## src/rtl/global_params.sv

```systemverilog
// Shared image geometry and width helpers for the image front end.
package global_params;

  localparam int unsigned HEIGHT = 28;
  localparam int unsigned LENGTH = 28;

  typedef enum logic {
    ACCUM = 1'b0,
    DONE  = 1'b1
  } sum_state_t;

  // Bits needed to hold the sum of `count` unsigned pixels of `pix_w` bits.
  function automatic int unsigned pix_sum_w(input int unsigned count, input int unsigned pix_w);
    return $clog2(count * ((32'd1 << pix_w) - 32'd1) + 32'd1);
  endfunction

endpackage

```

## src/rtl/pixel_sum_stream_row_popsum.sv

```systemverilog
// Combinational reduction of one row: total of all pixels and of the left region.
module row_popsum
  import global_params::*;
#(
  parameter int unsigned LENGTH    = global_params::LENGTH,
  parameter int unsigned PIX_W     = 1,
  parameter int unsigned SPLIT_COL = LENGTH / 2,
  localparam int unsigned ROW_W    = pix_sum_w(LENGTH, PIX_W)
) (
  input  logic [LENGTH*PIX_W-1:0] row_data,
  output logic [ROW_W-1:0]        row_total,
  output logic [ROW_W-1:0]        row_left
);

  // Column mask built by shifting so SPLIT_COL=0 and SPLIT_COL=LENGTH need no special case.
  localparam logic [LENGTH-1:0] ALL_COLS  = '1;
  localparam logic [LENGTH-1:0] LEFT_MASK = ALL_COLS >> (LENGTH - SPLIT_COL);

  // Sum every pixel, and separately the pixels left of the split column.
  always_comb begin
    row_total = '0;
    row_left  = '0;
    for (int unsigned j = 0; j < LENGTH; j++) begin
      row_total = row_total + ROW_W'(row_data[j*PIX_W +: PIX_W]);
      if (LEFT_MASK[j]) begin
        row_left = row_left + ROW_W'(row_data[j*PIX_W +: PIX_W]);
      end
    end
  end

endmodule

```

## src/rtl/pixel_sum_stream.sv

```systemverilog
// Streaming frame pixel-sum engine: one row per handshake, result via valid/ready.
module pixel_sum_stream
  import global_params::*;
#(
  parameter int unsigned HEIGHT    = global_params::HEIGHT,
  parameter int unsigned LENGTH    = global_params::LENGTH,
  parameter int unsigned PIX_W     = 1,
  parameter int unsigned SPLIT_COL = LENGTH / 2,
  localparam int unsigned SUM_W    = pix_sum_w(HEIGHT * LENGTH, PIX_W)
) (
  input  logic                    clk,
  input  logic                    rst_n,
  input  logic                    clear,
  input  logic                    row_valid,
  output logic                    row_ready,
  input  logic [LENGTH*PIX_W-1:0] row_data,
  output logic                    sum_valid,
  input  logic                    sum_ready,
  output logic [SUM_W-1:0]        sum,
  output logic [SUM_W-1:0]        sum_left
);

  localparam int unsigned ROW_W = pix_sum_w(LENGTH, PIX_W);
  localparam int unsigned CNT_W = (HEIGHT > 1) ? $clog2(HEIGHT) : 1;

  sum_state_t       state, next_state;
  logic [CNT_W-1:0] row_cnt;
  logic [SUM_W-1:0] acc_all, acc_left;
  logic [ROW_W-1:0] row_total, row_left;
  logic             accept, last_row;

  row_popsum #(
    .LENGTH    (LENGTH),
    .PIX_W     (PIX_W),
    .SPLIT_COL (SPLIT_COL)
  ) u_row_popsum (
    .row_data  (row_data),
    .row_total (row_total),
    .row_left  (row_left)
  );

  assign accept   = row_valid && row_ready;
  assign last_row = (row_cnt == CNT_W'(HEIGHT - 1));

  // State register.
  always_ff @(posedge clk or negedge rst_n) begin
    if (!rst_n) begin
      state <= ACCUM;
    end else begin
      state <= next_state;
    end
  end

  // Next-state and handshake outputs; outputs depend on state only.
  always_comb begin
    next_state = state;
    row_ready  = 1'b0;
    sum_valid  = 1'b0;
    case (state)
      ACCUM: begin
        row_ready = 1'b1;
        if (accept && last_row) next_state = DONE;
      end
      DONE: begin
        sum_valid = 1'b1;
        if (sum_ready) next_state = ACCUM;
      end
      default: next_state = ACCUM;
    endcase
    if (clear) next_state = ACCUM;
  end

  // Accumulators, row counter and result registers; clear discards the presented row.
  always_ff @(posedge clk or negedge rst_n) begin
    if (!rst_n) begin
      acc_all  <= '0;
      acc_left <= '0;
      row_cnt  <= '0;
      sum      <= '0;
      sum_left <= '0;
    end else if (clear) begin
      acc_all  <= '0;
      acc_left <= '0;
      row_cnt  <= '0;
    end else if (accept) begin
      if (last_row) begin
        sum      <= acc_all + SUM_W'(row_total);
        sum_left <= acc_left + SUM_W'(row_left);
        acc_all  <= '0;
        acc_left <= '0;
        row_cnt  <= '0;
      end else begin
        acc_all  <= acc_all + SUM_W'(row_total);
        acc_left <= acc_left + SUM_W'(row_left);
        row_cnt  <= row_cnt + CNT_W'(1);
      end
    end
  end

endmodule

```

## config.mk

```make
export PLATFORM = sky130hd
export DESIGN_NAME = pixel_sum_stream
export DESIGN_NICKNAME = d
export VERILOG_FILES = /design/src/rtl/global_params.sv /design/src/rtl/pixel_sum_stream_row_popsum.sv /design/src/rtl/pixel_sum_stream.sv
export SDC_FILE = /design/constraint.sdc
export NUM_CORES = 1
export LEC_CHECK = 0
export CAP_MARGIN = 20
export CORE_AREA = 4 4 107 78
export DETAILED_ROUTE_END_ITERATION = 8
export DIE_AREA = 0 0 111 82
export PLACE_DENSITY_LB_ADDON = 0.3
export SLEW_MARGIN = 20
export SYNTH_ARGS = -nofsm -noshare
export SYNTH_HDL_FRONTEND = slang
export SYNTH_SLANG_ARGS = --single-unit
```

## constraint.sdc

```tcl
create_clock -name clk -period 3.4 [get_ports clk]
set_input_delay 1.02 -clock clk [delete_from_list [all_inputs] [get_ports clk]]
set_output_delay 1.02 -clock clk [all_outputs]
set_load 0.005 [all_outputs]
```

==> results.sh <==
export IMPL_synth_area_leaders="dfrtp_1 (36%), fa_1 (12%), ha_1 (9.3%)"
export IMPL_syn_to_final_growth_pct=54.51
export IMPL_setup_slack_ns=-3.960
export IMPL_synthCells=335
export IMPL_slowest_delay_ns=0.56
export IMPL_worst_setup_path_end_kind="flip-flop"
export IMPL_avgSynthCellArea_um2=9.655
export IMPL_drt_iter0_drc=115
export IMPL_yosys_most_used_dff="dfrtp_1"
export IMPL_fin_crit_ns=7.360
export IMPL_dpl_hpwl_um=5366
export IMPL_drc=0
export IMPL_whs_endpoint="sum_left[3]$_DFFE_PN0P_"
export IMPL_cp_slowest_cell="fa_2"
export IMPL_reg2reg_slack_ns=1.44
export IMPL_grt_pass1_wl_um=13150
export IMPL_wire_per_inst_um=16.00
export IMPL_ys_warnings_count=0
export IMPL_status="complete, but fails checks"
export IMPL_crit_arrival_ns=7.59
export IMPL_synth_top_area_share=0.3559
export IMPL_fmax_ghz=0.1359
export IMPL_yosysSeqAreaShare=0.3559
export IMPL_start_util=0.4458
export IMPL_die_area_um2=9102
export IMPL_htreeDepth=2
export IMPL_final_nets=514
export IMPL_first_global_vias=2748
export IMPL_antenna_found_initial=0
export IMPL_layout_drive_gt1_share=0.3836
export IMPL_cts_path_max_buffers=2
export IMPL_hold_depth=2
export IMPL_wl_um=8577
export IMPL_ys_ff_latch=46
export IMPL_violations="negative setup slack"
export IMPL_place_gp_congestion=0.8545
export IMPL_vias=2706
export IMPL_clock_sinks=46
export IMPL_n_fill_cell=500
export IMPL_critPathKind="input pin to flip-flop"
export IMPL_cp_required_ns=3.63
export IMPL_grt_use_total=0.1820
export IMPL_yosysTopAreaCell="dfrtp_1"
export IMPL_antenna_left=0
export IMPL_dr_pass1_iters=4
export IMPL_pre_cts_slack_ns=-4.750
export IMPL_hold_path_startpoint="sum_left[3]$_DFFE_PN0P_"
export IMPL_r2r_start="row_cnt[0]$_DFFE_PN0P_"
export IMPL_cts_tree="built"
export IMPL_cts_buffers=5
export IMPL_diodes=0
export IMPL_crit_top_cell="fa_1"
export IMPL_hold_class="flip-flop to flip-flop"
export IMPL_finClkSkew_ns=0.003453
export IMPL_rows=26
export IMPL_reg2reg_depth=6
export IMPL_synth_async_sr_flop_share=1.000
export IMPL_die_height_um=82
export IMPL_path_clk_slew_ns=0.09
export IMPL_synth_edf_count=0
export IMPL_grt_max_degree=35
export IMPL_cp_start_kind="input pin"
export IMPL_r2r_end="acc_left[9]$_DFFE_PN0P_"
export IMPL_slew_viol_final=0
export IMPL_setup_viol=40
export IMPL_worstMarginPinSlew_ns=0.7910
export IMPL_synth_net_count=412
export IMPL_maxCapViolCount=0
export IMPL_clockRootBuffer="clkbuf_8"
export IMPL_core_area_um2=7254
export IMPL_die_x_um=111
export IMPL_pin_count=55
export IMPL_hold_viol=0
export IMPL_viasPerCell=5.049
export IMPL_overflow=0
export IMPL_fin_crit_sh=2.165
export IMPL_netlist_area_um2=3234
export IMPL_rsz0062_at_grt="yes"
export IMPL_relSlewSlack=0.4726
export IMPL_path_max_fanout=5
export IMPL_hold_buffers=0
export IMPL_layout_common_cells="dfrtp_1 (46), clkdlybuf4s50_1 (46), inv_1 (43)"
export IMPL_ys_types=43
export IMPL_insertion_delay_ns=0.31
export IMPL_place_port_buffers=54
stage by stage:
step / hold slack, ns / instances / TNS [ns] / cell area (um^2) / util
global placement: 0.4624 / 512 / -133.13 / 4136 / 0.5702
CTS: 0.4938 / 529 / -111.17 / 4651 / 0.6411
global route: 0.5047 / 536 / -113.53 / 4997 / 0.6889
floorplan: 0.4563 / 335 / -104.87 / 3296 / -
detailed placement: 0.4694 / 512 / -136.93 / 4136 / 0.5702
finish: 0.4844 / 536 / -108.25 / 4997 / 0.6889
layer usage:
layer,track usage,up-vias,part of all wire
li1,-,1311,-
met2,0.3184,57,0.51
met5,0,-,0
met3,0.03976,13,0.037
met1,0.2303,1325,0.43
met4,0.05412,0,0.016
worst max-delay path by stage:
stage           startpoint                endpoint  slack (ns)  cells past startpoint
6_report       row_data[0]  acc_all[7]$_DFFE_PN0P_       -3.96                     25
5_1_grt        row_data[0]  acc_all[7]$_DFFE_PN0P_       -4.15                     25
4_1_cts        row_data[0]  acc_all[6]$_DFFE_PN0P_       -4.19                     26
3_5_place_dp   row_data[0]  acc_all[5]$_DFFE_PN0P_       -4.75                     25
3_3_place_gp   row_data[0]  acc_all[9]$_DFFE_PN0P_       -4.63                     25
2_1_floorplan  row_data[1]  acc_all[7]$_DFFE_PN0P_       -3.99                     24
synthesized netlist by cell type, drive strengths merged (2+ instances only):
| cell | n |
|---|---|
| fa | 20 |
| nand2b | 2 |
| a31oi | 4 |
| xnor2 | 16 |
| nor2 | 6 |
| or2 | 2 |
| xor2 | 6 |
| a21oi | 16 |
| o22ai | 3 |
| o2111ai | 3 |
| buf | 9 |
| or3 | 5 |
| nor2b | 2 |
| inv | 57 |
| o21a | 2 |
| nand4 | 2 |
| nand2 | 45 |
| a211oi | 2 |
| dfrtp | 46 |
| nor3 | 2 |
| a22o | 7 |
| a21o | 5 |
| o21ai | 34 |
| mux2 | 2 |
| nand3 | 4 |
| ha | 24 |
repair_timing:
action                     4_1_cts  5_1_grt
setup buffers                   14       15
pin swaps                       63       50
resized for setup               95       56
setup endpoints to repair       40       40
state kept, by name, summed over array words and instances (netlist names):
signal    count
sum          10
state         1
acc_all      10
sum_left     10
acc_left     10
row_cnt       5
cell families after synthesis:
kind of cell | synth area share
AO/OA/AOI/OAI | 0.1520
adder cells (fa/ha/maj) | 0.2166
buffers and inverters | 0.08859
XOR/XNOR | 0.05957
flip-flops | 0.3559
AND/OR/NAND/NOR | 0.1203
multiplexers | 0.006963
critical path: cells and delay by family:
family                   cells  cell delay [ns]
AO/OA/AOI/OAI                3             0.26
XOR/XNOR                     1             0.16
adder cells (fa/ha/maj)     12             5.23
buffers and inverters        5             0.28
AND/OR/NAND/NOR              4             0.63
cell type report:
type,count,area (um^2),area share
Clock buffer,7,86.33,0.01728
Clock inverter,1,5.005,0.001002
Inverter,57,214.0,0.04281
Multi-Input combinational cell,223,2429,0.4860
Sequential cell,46,1151,0.2303
Tap cell,98,122.6,0.02454
Timing Repair Buffer,104,989.7,0.1980
Power is not shown: default switching activity piles up to over one toggle a cycle in this logic, so the estimate is an artifact.
==> edit (config.mk and constraints unchanged) <==
The package constant `LENGTH` goes from 28 to 42.
--- a/src/rtl/global_params.sv
+++ b/src/rtl/global_params.sv
@@ -2,7 +2,7 @@
 package global_params;
 
   localparam int unsigned HEIGHT = 28;
-  localparam int unsigned LENGTH = 28;
+  localparam int unsigned LENGTH = 42;
 
   typedef enum logic {
     ACCUM = 1'b0,
Ports: changed (resized row_data, sum and sum_left); port bits go from 55 to 71. No check against the original RTL was run, so the function may have changed too.
==> edit against the original RTL <==
The run still ends with negative setup slack left; cell count rose by 12%; design area grew 14%; utilization grew 9.8 points; setup slack worse by 1.1 ns; area after synthesis up 20%; sequential cell count is 4 higher; wire length is 16% higher; highest routed layer unchanged.
Power is left out: the tool's default activity adds up to more than one toggle a clock period on the data nets, which glitch-free logic cannot reach.
==> edit: results (changes against the original RTL) <==
* Status: finished with violations (unchanged)
* Failing checks: negative setup slack (unchanged)
* Met3 GRT Util at 4.34% (was 3.98%)
* Post-synthesis sequential area ratio at 32.3% (was 35.6%)
* Area contributors post-synth: dfrtp_1 (32%), fa_1 (17%), ha_1 (11%) (was dfrtp_1 (36%), fa_1 (12%), ha_1 (9.3%))
* Actual slew at the worst max-slew pin at 0.648 ns (was 0.791 ns)
* Syn_nets at 498 (was 412)
* CP Max Fanout at 7 (was 5)
* GR Util met1 at 26.9% (was 23.0%)
* Final setup viols at 44 (was 40)
* Initial DRC Count at 180 (was 115)
* Reg-to-reg endpoint: sum_left[4] (was acc_left[9])
* First-pass GRT wire length at 15300 um (was 13200 um)
* Commonest cells post-synth: inv_1 (67), dfrtp_1 (50), ha_1 (34) (was inv_1 (56), dfrtp_1 (46), nand2_1 (43))
* Worst path slowest cell: fa_1 (was fa_2)
* Vias in the first global route at 3292 (was 2748)
* GR Util met2 at 37.6% (was 31.8%)
* Gpl congestion at 0.929 (was 0.855)
* Metal-1 WL at 4260 um (was 3710 um)
* DR vias at 3196 (was 2706)
* Final Worst Setup Slack at -5.08 ns (was -3.96 ns)
* Met3 routed WL at 460 um (was 317 um)
* R2R setup slack at 1.34 ns (was 1.44 ns)
* Worst hold start: sum[9] (was sum_left[3])
* Synth unique cells at 50 (was 43)
* DP Area at 5040 um^2 (was 4140 um^2)
* Post-DP HPWL at 6710 um (was 5370 um)
* Met2 Wirelength at 5090 um (was 4410 um)
* Post-Route WL at 9920 um (was 8580 um)
## edit: worst reg2reg max path: cells and delay by family, from the launching register on
kind,cells,cell delay (ns)
compound gates,2,0.30
mux,1,0.31
buf+inv,2,0.22
fa+ha+maj,2,0.56
flops,1,0.42
simple gates,1,0.15
## edit: cells by family after synthesis
family | Yosys count | synth area share (%)
xor+xnor | 22 | 4.97
fa+ha+maj | 66 | 27.5
simple gates | 70 | 9.59
mux | 6 | 1.71
buf+inv | 75 | 7.59
flops | 50 | 32.3
compound gates | 96 | 16.4
## edit: metrics by stage
| stage | hold WS, ns | cells | setup TNS [ns] |
|---|---|---|---|
| 2_1_floorplan | 0.456 | 385 | -141.23 |
| 3_3_place_gp | 0.461 | 581 | -174.49 |
| 3_5_place_dp | 0.474 | 581 | -177.34 |
| 4_1_cts | 0.493 | 596 | -148.45 |
| 5_1_grt | 0.508 | 601 | -155.27 |
| 6_report | 0.491 | 601 | -147.98 |
## edit: what timing repair did
item	CTS	global route
resized for setup	70	35
pin swaps	59	47
endpoints found under the setup margin	44	44
setup buffers	8	10
## edit: worst max path at each step
stage | from | end | slack, ns | cells past startpoint
detailed placement | row_data[0] | sum[10] | -5.67 | 31
floorplan | row_data[1] | sum[10] | -4.89 | 30
global route | row_data[8] | sum[10] | -5.33 | 30
CTS | row_data[0] | sum[10] | -5.18 | 31
finish | row_data[8] | sum[10] | -5.08 | 30
global placement | row_data[0] | sum[10] | -5.56 | 31
## edit: cell type report
cell class	count	area, um^2
clock buffers	7	76.3
repair buffers	118	1110
clock inverters	1	30.0
fillers	443	1540
well taps	98	123
inverters	67	251
flip-flops and latches	50	1250
multi-input cells	260	2870
